`src/rtl/ad9958_spi_master_pkg.sv`:
```
// Shared types and constants for the AD9958 serial-port back-end.
`timescale 1ns/1ps
package ad9958_spi_master_pkg;

    localparam int DATA_W    = 64;
    localparam int SLOT_W    = 7;
    localparam int HALF_W    = 8;
    localparam int PACK_BITS = 4;

    localparam logic LANE_SINGLE = 1'b0;
    localparam logic LANE_QUAD   = 1'b1;

    typedef enum logic [2:0] {
        ST_IDLE,
        ST_SETUP,
        ST_SHIFT,
        ST_HOLD,
        ST_GAP
    } state_t;

    // Slot presented on SDIO_3..0 from a left-aligned shift register.
    function automatic logic [3:0] lane_slice(input logic [DATA_W-1:0] v, input logic quad);
        return (quad == LANE_QUAD) ? v[DATA_W-1 -: PACK_BITS] : {3'b000, v[DATA_W-1]};
    endfunction

endpackage

```
`src/rtl/ad9958_sclk_gen.sv`:
```
// SCLK generator: half-period counter with rise/fall ticks one clock ahead of the sclk edge.
`timescale 1ns/1ps
module ad9958_sclk_gen
    import ad9958_spi_master_pkg::*;
#(
    parameter int CLK_DIV = 2
) (
    input  logic clock,
    input  logic reset_n,
    input  logic enable,
    output logic rise_tick,
    output logic fall_tick,
    output logic sclk
);

    logic [HALF_W-1:0] r_cnt;
    logic              r_sclk;
    logic              w_wrap;

    // Ticks depend only on registered state so the parent may gate enable with them.
    assign w_wrap    = (r_cnt == HALF_W'(CLK_DIV - 1));
    assign rise_tick = w_wrap & ~r_sclk;
    assign fall_tick = w_wrap &  r_sclk;
    assign sclk      = r_sclk;

    // NOTE: sequential state uses non-blocking assignments so every flop samples pre-edge values.
    always_ff @(posedge clock or negedge reset_n) begin
        if (!reset_n) begin
            r_cnt  <= '0;
            r_sclk <= 1'b0;
        end else if (!enable) begin
            r_cnt  <= '0;
            r_sclk <= 1'b0;
        end else if (w_wrap) begin
            r_cnt  <= '0;
            r_sclk <= ~r_sclk;
        end else begin
            r_cnt  <= r_cnt + 8'd1;
        end
    end

endmodule

```
`src/rtl/ad9958_spi_master.sv`:
```
// AD9958 serial-port master: serializes one-shot core writes MSB-first in single or quad lane mode.
`timescale 1ns/1ps
module ad9958_spi_master
    import ad9958_spi_master_pkg::*;
#(
    parameter int CLK_DIV   = 2,
    parameter int CS_GAP    = 2,
    parameter int MAX_PACKS = 16
) (
    input  logic              clock,
    input  logic              reset_n,
    input  logic              trigger,
    input  logic [4:0]        packs_to_send,
    input  logic [DATA_W-1:0] data_input,
    input  logic              quad_mode,
    output logic              busy,
    output logic              cs_n,
    output logic              sclk,
    output logic [3:0]        sdio,
    output logic              sdio_oe
);

    state_t              r_state, n_state;
    logic [SLOT_W-1:0]   r_slots, n_slots;
    logic [DATA_W-1:0]   r_shreg, n_shreg;
    logic                r_quad, n_quad;
    logic [HALF_W-1:0]   r_cnt, n_cnt;
    logic                r_cs_n, n_cs_n;
    logic                r_oe, n_oe;
    logic [3:0]          r_sdio, n_sdio;

    logic [4:0]          w_packs;
    logic [SLOT_W-1:0]   w_slots;
    logic [DATA_W-1:0]   w_aligned;
    logic                w_gen_en;
    logic                w_rise;
    logic                w_fall;

    assign w_packs   = (packs_to_send > 5'(MAX_PACKS)) ? 5'(MAX_PACKS) : packs_to_send;
    assign w_slots   = (quad_mode == LANE_QUAD) ? {2'b00, w_packs} : {w_packs, 2'b00};
    // Left-align the payload so the first pack always sits in the top nibble.
    assign w_aligned = data_input << (7'd64 - {w_packs, 2'b00});

    assign busy    = (r_state != ST_IDLE) | (trigger & (packs_to_send != 5'd0));
    assign cs_n    = r_cs_n;
    assign sdio    = r_sdio;
    assign sdio_oe = r_oe;

    // Dropping enable on the terminating rise tick keeps sclk low instead of starting an extra slot.
    assign w_gen_en = (r_state == ST_SETUP) |
                      ((r_state == ST_SHIFT) & ~(w_rise & (r_slots == 7'd0)));

    ad9958_sclk_gen #(
        .CLK_DIV (CLK_DIV)
    ) u_sclk_gen (
        .clock     (clock),
        .reset_n   (reset_n),
        .enable    (w_gen_en),
        .rise_tick (w_rise),
        .fall_tick (w_fall),
        .sclk      (sclk)
    );

    always_ff @(posedge clock or negedge reset_n) begin
        if (!reset_n) begin
            r_state <= ST_IDLE;
            r_slots <= '0;
            r_shreg <= '0;
            r_quad  <= LANE_SINGLE;
            r_cnt   <= '0;
            r_cs_n  <= 1'b1;
            r_oe    <= 1'b0;
            r_sdio  <= '0;
        end else begin
            r_state <= n_state;
            r_slots <= n_slots;
            r_shreg <= n_shreg;
            r_quad  <= n_quad;
            r_cnt   <= n_cnt;
            r_cs_n  <= n_cs_n;
            r_oe    <= n_oe;
            r_sdio  <= n_sdio;
        end
    end

    // NOTE: every next-state variable is defaulted first so no path can infer a latch.
    always_comb begin
        n_state = r_state;
        n_slots = r_slots;
        n_shreg = r_shreg;
        n_quad  = r_quad;
        n_cnt   = r_cnt;
        n_cs_n  = r_cs_n;
        n_oe    = r_oe;
        n_sdio  = r_sdio;

        unique case (r_state)
            ST_IDLE: begin
                if (trigger && (w_packs != 5'd0)) begin
                    n_state = ST_SETUP;
                    n_slots = w_slots;
                    n_shreg = w_aligned;
                    n_quad  = quad_mode;
                    n_cnt   = '0;
                    n_cs_n  = 1'b0;
                    n_oe    = 1'b1;
                    n_sdio  = lane_slice(w_aligned, quad_mode);
                end
            end
            ST_SETUP: begin
                if (w_rise) begin
                    n_state = ST_SHIFT;
                    n_slots = r_slots - 7'd1;
                end
            end
            ST_SHIFT: begin
                if (w_rise) begin
                    if (r_slots == 7'd0) n_state = ST_HOLD;
                    else                 n_slots = r_slots - 7'd1;
                end
                // Data only advances on falling edges, and only while slots remain.
                if (w_fall && (r_slots != 7'd0)) begin
                    n_shreg = (r_quad == LANE_QUAD) ? (r_shreg << PACK_BITS) : (r_shreg << 1);
                    n_sdio  = lane_slice(n_shreg, r_quad);
                end
            end
            ST_HOLD: begin
                if (r_cnt == HALF_W'(CLK_DIV - 1)) begin
                    n_state = ST_GAP;
                    n_cnt   = '0;
                    n_cs_n  = 1'b1;
                    n_oe    = 1'b0;
                    n_sdio  = '0;
                end else begin
                    n_cnt = r_cnt + 8'd1;
                end
            end
            ST_GAP: begin
                if (r_cnt == HALF_W'(CS_GAP - 1)) begin
                    n_state = ST_IDLE;
                    n_cnt   = '0;
                end else begin
                    n_cnt = r_cnt + 8'd1;
                end
            end
            default: n_state = ST_IDLE;
        endcase
    end

endmodule
```
`config.mk`:
```
export PLATFORM = sky130hd
export DESIGN_NAME = ad9958_spi_master
export DESIGN_NICKNAME = d
export VERILOG_FILES = /design/src/rtl/ad9958_spi_master_pkg.sv /design/src/rtl/ad9958_sclk_gen.sv /design/src/rtl/ad9958_spi_master.sv
export SDC_FILE = /design/constraint.sdc
export NUM_CORES = 1
export LEC_CHECK = 0
export CAP_MARGIN = 20
export CORE_ASPECT_RATIO = 0.8
export CORE_MARGIN = 4
export CORE_UTILIZATION = 55
export CTS_CLUSTER_SIZE = 14
export DETAILED_ROUTE_END_ITERATION = 10
export PLACE_DENSITY = 0.82
export SLEW_MARGIN = 40
export SYNTH_ARGS = -nofsm -noshare
export SYNTH_HDL_FRONTEND = slang
export SYNTH_SLANG_ARGS = --single-unit
```
`constraint.sdc`:
```
create_clock -name clock -period 2.9 [get_ports clock]
set_input_delay 0.58 -clock clock [delete_from_list [all_inputs] [get_ports clock]]
set_output_delay 0.58 -clock clock [all_outputs]
set_load 0.005 [all_outputs]
```
* After elaboration in Yosys (flattened, before gate mapping)
Cells that the tools add are included.
** Cells by class
- Reduce and logical (&&, ||, !) cells :: 21
- Add/sub/neg operators :: 4
- Multiplexer cells :: 37
- Shift operators :: 1
- Bitwise operators :: 9
- Order comparisons :: 1
- Equality and inequality tests :: 15
** Operators with widths (count)
- $mux 63 :: 2
- $pmux 63 s2 :: 1
- $mux 64 :: 1
- $shl 64x7->64 :: 1
- $mux 7 :: 5
- $mux 8 :: 4
- $pmux 7 s3 :: 1
- $mux 4 :: 5
- $mux 3 :: 6
- $add 8x1->8 const B :: 2
- $eq 8x1->1 const B :: 2
- $pmux 8 s2 :: 1
- $pmux 3 s5 :: 1
- $ne 2x2->1 const B :: 7
- $pmux 4 s3 :: 1
- $reduce_bool 5->1 :: 2
- $reduce_bool 3->1 :: 3
- $logic_not 7->1 :: 1
- $reduce_bool 7->1 :: 1
- $sub 7x1->7 const B :: 1
- $sub 7x7->7 const A :: 1
- $eq 3x2->1 const B :: 2
- $mux 1 :: 6
- $reduce_and 3->1 :: 2
- 17 further kinds :: 29
** Storage, ports and cells
- Output and inout port bits :: 8
- Logic and storage cells :: 98
- Register bits :: 97

* Logic depth before layout (Yosys ltp)
Gate-level depths: netlist of the first run.
- Depth in word-level cells :: 7
- Gate-level depth with buffers :: 15
- Depth with buffers taken out :: 11

* Modules after synthesis
From an unflattened synthesis of the first run, not the netlist that was laid out.
** Second synthesis, totals
- Cells, all modules :: 884
- Area total of the unflattened synthesis :: 8336.7 um^2
** Modules (own cells, without submodules)
- ad9958_spi_master :: area each 7882.6 um^2, sequential area each 2203.4 um^2, cells each 840, instances 1
- ad9958_sclk_gen :: area each 454.2 um^2, sequential area each 225.2 um^2, cells each 44, instances 1

* Worst setup path before layout of the first run
OpenSTA, ideal clock, no wires.
- Path type :: input port to flip-flop
- From :: in packs_to_send[0]
- To :: reg r_shreg[4]
- Arrival time :: 3542 ps
- Buffers on the path :: 3
- Cell stages on the path :: 13
- Slack :: -718 ps
- Data required time :: 2823 ps
- Path through :: nor2b_1 -> buf_4 -> buf_2 -> buf_4 -> clkinv_1 -> ha_1 -> o21a_1 -> ha_1 -> nand2_1 -> nor4_1 -> nor2b_1 -> a21oi_1 -> o21ai_1
** On the way
- Cells in the longest elaborated chain, start to end :: 6
- Elaborated cells between the ends (all ways) :: 10
- Those cells by class :: add/sub: 1; order compare: 1; eq/ne: 1; shift: 1; mux: 3; reduce/logical: 3
** Ends and longest elaborated chain
- from (decl) :: RTL line ad9958_spi_master.sv:13 : input logic [4:0] packs_to_send,
- $gt 5x5->1 :: RTL line ad9958_spi_master.sv:39 : assign w_packs = (packs_to_send > 5'(MAX_PACKS)) ? 5'(MAX_PACKS) : packs_to_send;
- $mux 5 (*) :: RTL line ad9958_spi_master.sv:39
- $sub 7x7->7 or $reduce_bool 5->1 (tied branches) :: RTL line ad9958_spi_master.sv:42, ad9958_spi_master.sv:99
- $shl 64x7->64 or $logic_and 1x1->1 (tied branches) :: RTL line ad9958_spi_master.sv:42, ad9958_spi_master.sv:99
- $mux 63 or $ne 2x2->1 (tied branches)
- $pmux 63 s2 or $reduce_and 3->1 (tied branches)
- to (signal assigned) :: RTL line ad9958_spi_master.sv:77 : r_shreg <= n_shreg;
- to (decl) :: RTL line ad9958_spi_master.sv:25 : logic [DATA_W-1:0] r_shreg, n_shreg;
Every way passes the cells marked *; elsewhere a longest branch is shown, timed or not. The select of a mux whose other input is x is not followed.
A chain may end at the register's enable or synchronous reset.

* Worst setup path in the final report of the first run
- From :: in packs_to_send[0]
- To :: reg r_shreg[59]
The elaborated chain is that of the path after synthesis.

==> reports/metrics.cfg, run 1 <==
[run_status]
outcome=complete, no violations

[min_path]
hold_path.class=in -> async

[floorplan]
rows=38
die_h_um=115
dieArea_um2=16200
start_util_pct=57.1
die-width_um=141
io_pins=81
coreArea_um2=13700

[logic_synthesis]
yosys.area_share.simple_pct=13.5
synth_fa_ha_area_share_pct=1.12
async_flop_share_pct=100
synth-xor-area-share_pct=1.20
synth.ff_latch_count=97
synth_compound_area_share_pct=19.2
yosys.cell_types.count=60
synth_edf_count=0
synth_area_per_cell_um2=9.26
ys_seq_area_share_pct=31.0
yosysWarningCount=0
synth_area_um2=7840
synthCells=847
synthMuxAreaShare_pct=29.0
synthFlopType=dfrtp_1
synth_top_family_by_area=multiplexers
synth_fp_nets=927

[global_route]
grt_pass1_wl_um=42400
antenna_found_initial=0
grt_use_total_pct=33.1
grt_pass1_vias=7932
grt_overflow=0
grt_max_degree=55

[cells_and_area]
mostFrequentLayoutCells=buf_4 (133), mux2i_1 (116), nand2_1 (104), dfrtp_1 (95), clkdlybuf4s50_1 (78)
syn_to_final_growth_pct=32.0
multi_input_area_um2=5170
final_area_um2=10300
drive_gt1_share_pct=24.6
fin_nets=1099
seq_area_um2=2430
antenna_cells=0
nFillCells=867
layout_commonest_cell=buf_4
finish.utilization_pct=75.3

[route]
drcViolationCount=0
vias_per_cell=6.78
first_iter_violations=1145
post_drt_wl_per_cell_um=22.2
ant_nets=0
num_vias=8158
drt_wl_total_um=26700
drtPass1Iterations=7

[placement]
place.gp.congestion=1.03
hpwl_um=19800
postPlaceCellArea_um2=9880
port-buffer-count=80

[worst_setup_path]
path_class=in -> reg
worstPathArrival_ns=3.15
end_kind=register
path_max_fanout=14
critPathLaunchType=primary input
cp.required_ns=3.19

[timing]
drv_slew=0
min_period_ns=2.86
setup_viol=0
tightest_slew_ns=0.677
finClkSkew_ns=0.00683
relSlewSlack_pct=54.9
whs_ns=0.266
fin_crit_sh_pct=98.5
max_freq_mhz=350
hold_viol=0

[job]
maxCapViolCount=0

[clocking]
postCtsHoldBufs=0
cts_buffer_depth=2
cts_tree=done
clk_pin_slew_ns=0.07
cts_buffers=9
root_buffer=clkbuf_16
cts_num_sinks=97
h-tree-depth=3
insertion_delay_ns=0.35

[power_and_ir_drop]
ir_drop_mv=0.654
sequentialPowerShare_pct=28.8
netSwitchingPower_uw=3770
pwr-share-clk_pct=15.0
swShare_pct=42.5
comb_power_share_pct=56.2
p_int_uw=5110
finalPower_uw=8880
power_density_nw_per_um2=858
p_leak_uw=0.00432

layer usage:
layer	up-vias	track usage, %	wire (um)
met2	619	50.1	11400
li1	3525	-	-
met3	132	9.60	3520
met4	0	12.2	1200
met1	3882	45.5	10600
met5	-	0	0
worst paths after layout:
check,from,endpoint,slack (ns),depth (start not counted)
min reg2reg,cs_n,cs_n,0.48,2
min,reset_n,r_shreg[29],0.27,1
max reg2reg,u_sclk_gen.r_cnt[1],r_shreg[32],0.24,9
max,packs_to_send[0],r_shreg[59],0.04,12
min in group clock,cs_n,cs_n,0.48,2
max in group asynchronous,reset_n,cs_n,1.88,2
timing repair:
item / CTS / global route
cloned: 1 / 0
hold endpoints to repair: 0 / 0
pin swaps: 0 / 2
setup buffers: 0 / 4
resized for setup: 3 / 14
endpoints found under the setup margin: 4 / 39
Yosys cell counts, types with 4 or more instances:
cell type | count | area [um^2]
a211oi_1 | 5 | 37.5
a21oi_1 | 60 | 300
a221oi_1 | 4 | 35.0
a31o_2 | 4 | 35.0
a31oi_1 | 15 | 93.8
a32oi_1 | 5 | 43.8
and3_1 | 4 | 25.0
buf_1 | 8 | 30.0
buf_2 | 20 | 100
buf_4 | 6 | 45.0
clkbuf_1 | 30 | 113
dfrtp_1 | 96 | 2400
ha_1 | 7 | 87.6
inv_1 | 18 | 67.6
mux2_2 | 11 | 124
mux2i_1 | 120 | 1200
mux4_2 | 42 | 946
nand2_1 | 106 | 398
nand2b_1 | 4 | 25.0
nand3_1 | 13 | 65.1
nor2_1 | 61 | 229
nor2b_1 | 6 | 37.5
nor3_1 | 15 | 75.1
nor4_1 | 5 | 31.3
o21a_1 | 16 | 120
o21ai_0 | 41 | 205
o21ai_1 | 27 | 135
o221ai_1 | 12 | 105
o22a_1 | 17 | 149
o22ai_1 | 14 | 87.6
o2bb2ai_1 | 4 | 35.0
or4bb_1 | 4 | 45.0
xor2_1 | 6 | 52.6
layout make-up:
cell class,instances,area share [%]
clock buffers,10,2.31
clock inverters,5,0.846
inverters,20,0.774
multi-input cells,663,50.0
flip-flops and latches,97,23.5
well taps,180,2.18
repair buffers,228,20.4
logic make-up after synthesis:
logic type | after synthesis
flip-flops | 97
adder cells (fa/ha/maj) | 7
multiplexers | 173
XOR/XNOR | 9
buffers and inverters | 87
AND/OR/NAND/NOR | 236
AO/OA/AOI/OAI | 238
power groups by stage:
stage               clock, uW  sequential (uW)  combinational [uW]
floorplan                   0             2270                3250
global placement            0             2520                4640
detailed placement          0             2540                4780
CTS                      1340             2530                4840
global route             1390             2620                5400
finish                   1330             2560                4990
per-stage QoR:
step	setup slack [ns]	TNS (ns)	cells
after floorplan	0.00710	0	847
after global placement	-0.321	-11.26	1183
after detailed placement	-0.385	-15.77	1183
after CTS	0.0275	0	1199
after global routing	-0.0298	-0.0298	1203
final	0.0449	0	1203
registers in the layout, indices dropped and copies added, names as in the netlist, 3 cells and up:
register          count
r_cnt                 8
r_state               3
u_sclk_gen.r_cnt      8
r_shreg              63
r_slots               7
sdio                  4
critical path, stage by stage:
cell and delay [ns]:
clkdlybuf4s50_1 0.49, nor2b_4 0.20, clkinv_4 0.07, ha_4 0.37, buf_4 0.21, mux2i_1 0.08
o21ai_0 0.44, mux2i_1 0.15, buf_4 0.18, o22ai_1 0.18, o21ai_0 0.12, nand2_1 0.08
Power figures use the tool's default switching activity.
==> run 2, diff against run 1 <==
Settings changed: CORE_UTILIZATION 55 to 58, PLACE_DENSITY 0.82 to 0.9.
==> reports/metrics.cfg, run 2 (same netlist as run 1, synthesis figures left out) <==
[floorplan]
rows=37  ; was 38
die_h_um=112  ; was 115 um
dieArea_um2=15500  ; was 16200 um^2
coreArea_um2=13100  ; was 13700 um^2
start_util_pct=60.1  ; was 57.1%
io_pins=81  ; unchanged
die-width_um=138  ; was 141 um

[global_route]
grt_pass1_vias=7927  ; was 7932
grt_max_degree=56  ; was 55
grt_overflow=0  ; unchanged
grt_use_total_pct=35.6  ; was 33.1%
grt_pass1_wl_um=43000  ; was 42400 um
antenna_found_initial=0  ; unchanged

[worst_setup_path]
critPathLaunchType=primary input  ; unchanged
cp.required_ns=3.15  ; was 3.19 ns
cp-startpoint=packs_to_send[0]  ; unchanged
cpMaxStageDelayCell=clkdlybuf4s50_1  ; unchanged
end_kind=register  ; unchanged
path_class=in -> reg  ; unchanged
path_cells=clkdlybuf4s50_1 > nor2b_4 > clkinv_4 > ha_4 > o21a_1 > ha_1 > nand2_2 > buf_4 > nor2_1 > buf_4 > a21oi_1 > a31oi_2 > buf_4 > o22a_1  ; was clkdlybuf4s50_1 > nor2b_4 > clkinv_4 > ha_4 > buf_4 > mux2i_1 > o21ai_0 > mux2i_1 > buf_4 > o22ai_1 > o21ai_0 > nand2_1
path_max_fanout=5  ; was 14
r2r-start=u_sclk_gen.r_cnt[0]  ; was u_sclk_gen.r_cnt[1]
critPathTopFamily=buffers and inverters  ; unchanged
worstPathArrival_ns=3.16  ; was 3.15 ns
crit_top_cell=buf_4
slowest_delay_ns=0.50  ; was 0.49 ns
cp.buffers_inverters=5  ; was 4

[cells_and_area]
antenna_cells=0  ; unchanged
syn_to_final_growth_pct=30.6  ; was 32.0%
largest_reg_flops=63  ; unchanged
fin_nets=1096  ; was 1099
final_area_um2=10200  ; was 10300 um^2
layout_commonest_cell=buf_4  ; unchanged
instances_no_fill=1196  ; was 1203
drive_gt1_share_pct=24.9  ; was 24.6%
nFillCells=779  ; was 867
mostFrequentLayoutCells=buf_4 (133), mux2i_1 (114), nand2_1 (104), dfrtp_1 (95), clkdlybuf4s50_1 (78)  ; was buf_4 (133), mux2i_1 (116), nand2_1 (104), dfrtp_1 (95), clkdlybuf4s50_1 (78)
reg_top3=r_shreg x63, r_cnt x8, u_sclk_gen.r_cnt x8  ; unchanged
top_register=r_shreg  ; unchanged

[route]
drtPass1Iterations=6  ; was 7
drcViolationCount=0  ; unchanged
first_iter_violations=1360  ; was 1145
post_drt_wl_per_cell_um=23.6  ; was 22.2 um
drt_wl_total_um=28200  ; was 26700 um
num_vias=8353  ; was 8158
vias_per_cell=6.98  ; was 6.78
ant_nets=0  ; unchanged

[timing]
setup_viol=3  ; was 0
setup_ws_ns=-0.0147  ; was 0.0449 ns
tightest_slew_ns=0.680  ; was 0.677 ns
finClkSkew_ns=0.0103  ; was 0.00683 ns
rsz0062_at_grt=yes
hold_viol=0  ; unchanged
drv_slew=0  ; unchanged
fin_crit_sh_pct=101  ; was 98.5%
relSlewSlack_pct=54.7  ; was 54.9%
min_period_ns=2.91  ; was 2.86 ns
max_freq_mhz=343  ; was 350 MHz

[placement]
place.gp.congestion=1.04  ; was 1.03
pre_cts_ws_ns=-0.478  ; was -0.385 ns
hpwl_um=20200  ; was 19800 um
dp.cells=1180  ; was 1183
port-buffer-count=80  ; unchanged
postPlaceCellArea_um2=9860  ; was 9880 um^2

[job]
maxCapViolCount=0  ; unchanged

[clocking]
root_buffer=clkbuf_16  ; unchanged
h-tree-depth=3  ; unchanged
clk_pin_slew_ns=0.07  ; about the same
cts_buffers=9  ; unchanged
postCtsHoldBufs=0  ; unchanged
insertion_delay_ns=0.36  ; was 0.35 ns
cts_buffer_depth=2  ; unchanged
cts_tree=done  ; unchanged
cts_num_sinks=97  ; unchanged

[run_status]
violations=negative setup slack
outcome=finished with violations  ; was complete, no violations

[power_and_ir_drop]
swShare_pct=44.4  ; was 42.5%
p_leak_uw=0.00427  ; was 0.00432 uW
netSwitchingPower_uw=3890  ; was 3770 uW
comb_power_share_pct=57.2  ; was 56.2%
sequentialPowerShare_pct=28.9  ; was 28.8%
p_int_uw=4880  ; was 5110 uW
pwr-share-clk_pct=13.8  ; was 15.0%
power_density_nw_per_um2=857  ; was 858 nW/um^2
ir_drop_mv=0.606  ; was 0.654 mV

[min_path]
hold_path.class=in -> async  ; unchanged

==> run 2: cell types whose count changed in the layout (fill, tap and decap cells not counted), moves of 2 or more <==
cell       change
o21ai_0        -5
clkinv_4       +3
mux2i_2        +2
mux2i_1        -2
o21ai_1        +4
bufinv_16      -2
==> run 2: area by class of cell <==
class	instances	area, um^2	area share (%)
Inverter	20	80.1	0.782
Timing Repair Buffer	225	2030	19.9
Clock buffer	11	253	2.47
Multi-Input combinational cell	663	5180	50.6
Tap cell	175	219	2.14
Clock inverter	5	46.3	0.452
Sequential cell	97	2430	23.7
==> run 2: repair_timing <==
| action | 4_1_cts | 5_1_grt |
|---|---|---|
| gates resized for setup | 3 | 20 |
| setup endpoints to repair | 3 | 40 |
| cloned | 0 | 0 |
| setup buffers | 0 | 0 |
| pin swaps | 0 | 2 |
==> run 2: power groups by stage <==
stage | logic [uW] | clock network, uW | registers, uW
2_1_floorplan | 3250 | 0 | 2270
3_3_place_gp | 4560 | 0 | 2480
3_5_place_dp | 4770 | 0 | 2510
4_1_cts | 4840 | 1220 | 2500
5_1_grt | 5390 | 1270 | 2580
6_report | 5030 | 1210 | 2540
==> run 2: metal layers <==
metal | vias to the layer above | track usage (%) | share of wire, %
met3 | 157 | 11.3 | 13
met5 | - | 0 | 0
met1 | 3983 | 50.8 | 39
met4 | 0 | 10.3 | 4.7
met2 | 697 | 52.4 | 43
li1 | 3516 | - | -
==> run 2: final timing paths <==
check,end,slack [ns],cells past startpoint
max reg2reg,r_shreg[43],0.12,8
min in group clock,r_cnt[7],0.49,1
max in group asynchronous,cs_n,1.86,2
max,r_shreg[35],-0.01,14
min,r_shreg[31],0.26,1
min reg2reg,r_cnt[7],0.49,1
==> run 2: per-stage QoR <==
step	setup TNS (ns)	hold slack [ns]	power, uW	util [%]
2_1_floorplan	0	0.284	5520	-
3_3_place_gp	-10.64	0.463	7040	75.6
3_5_place_dp	-17.68	0.475	7280	75.6
4_1_cts	0	0.278	8560	77.9
5_1_grt	-0.269	0.305	9240	78.4
6_report	-0.0259	0.260	8780	78.4
==> run 3, diff against run 2 <==
Settings changed: ABC_AREA set to 0.
==> results of run 3 <==
No change in the layout: final DEF, timing and power equal those of run 2.
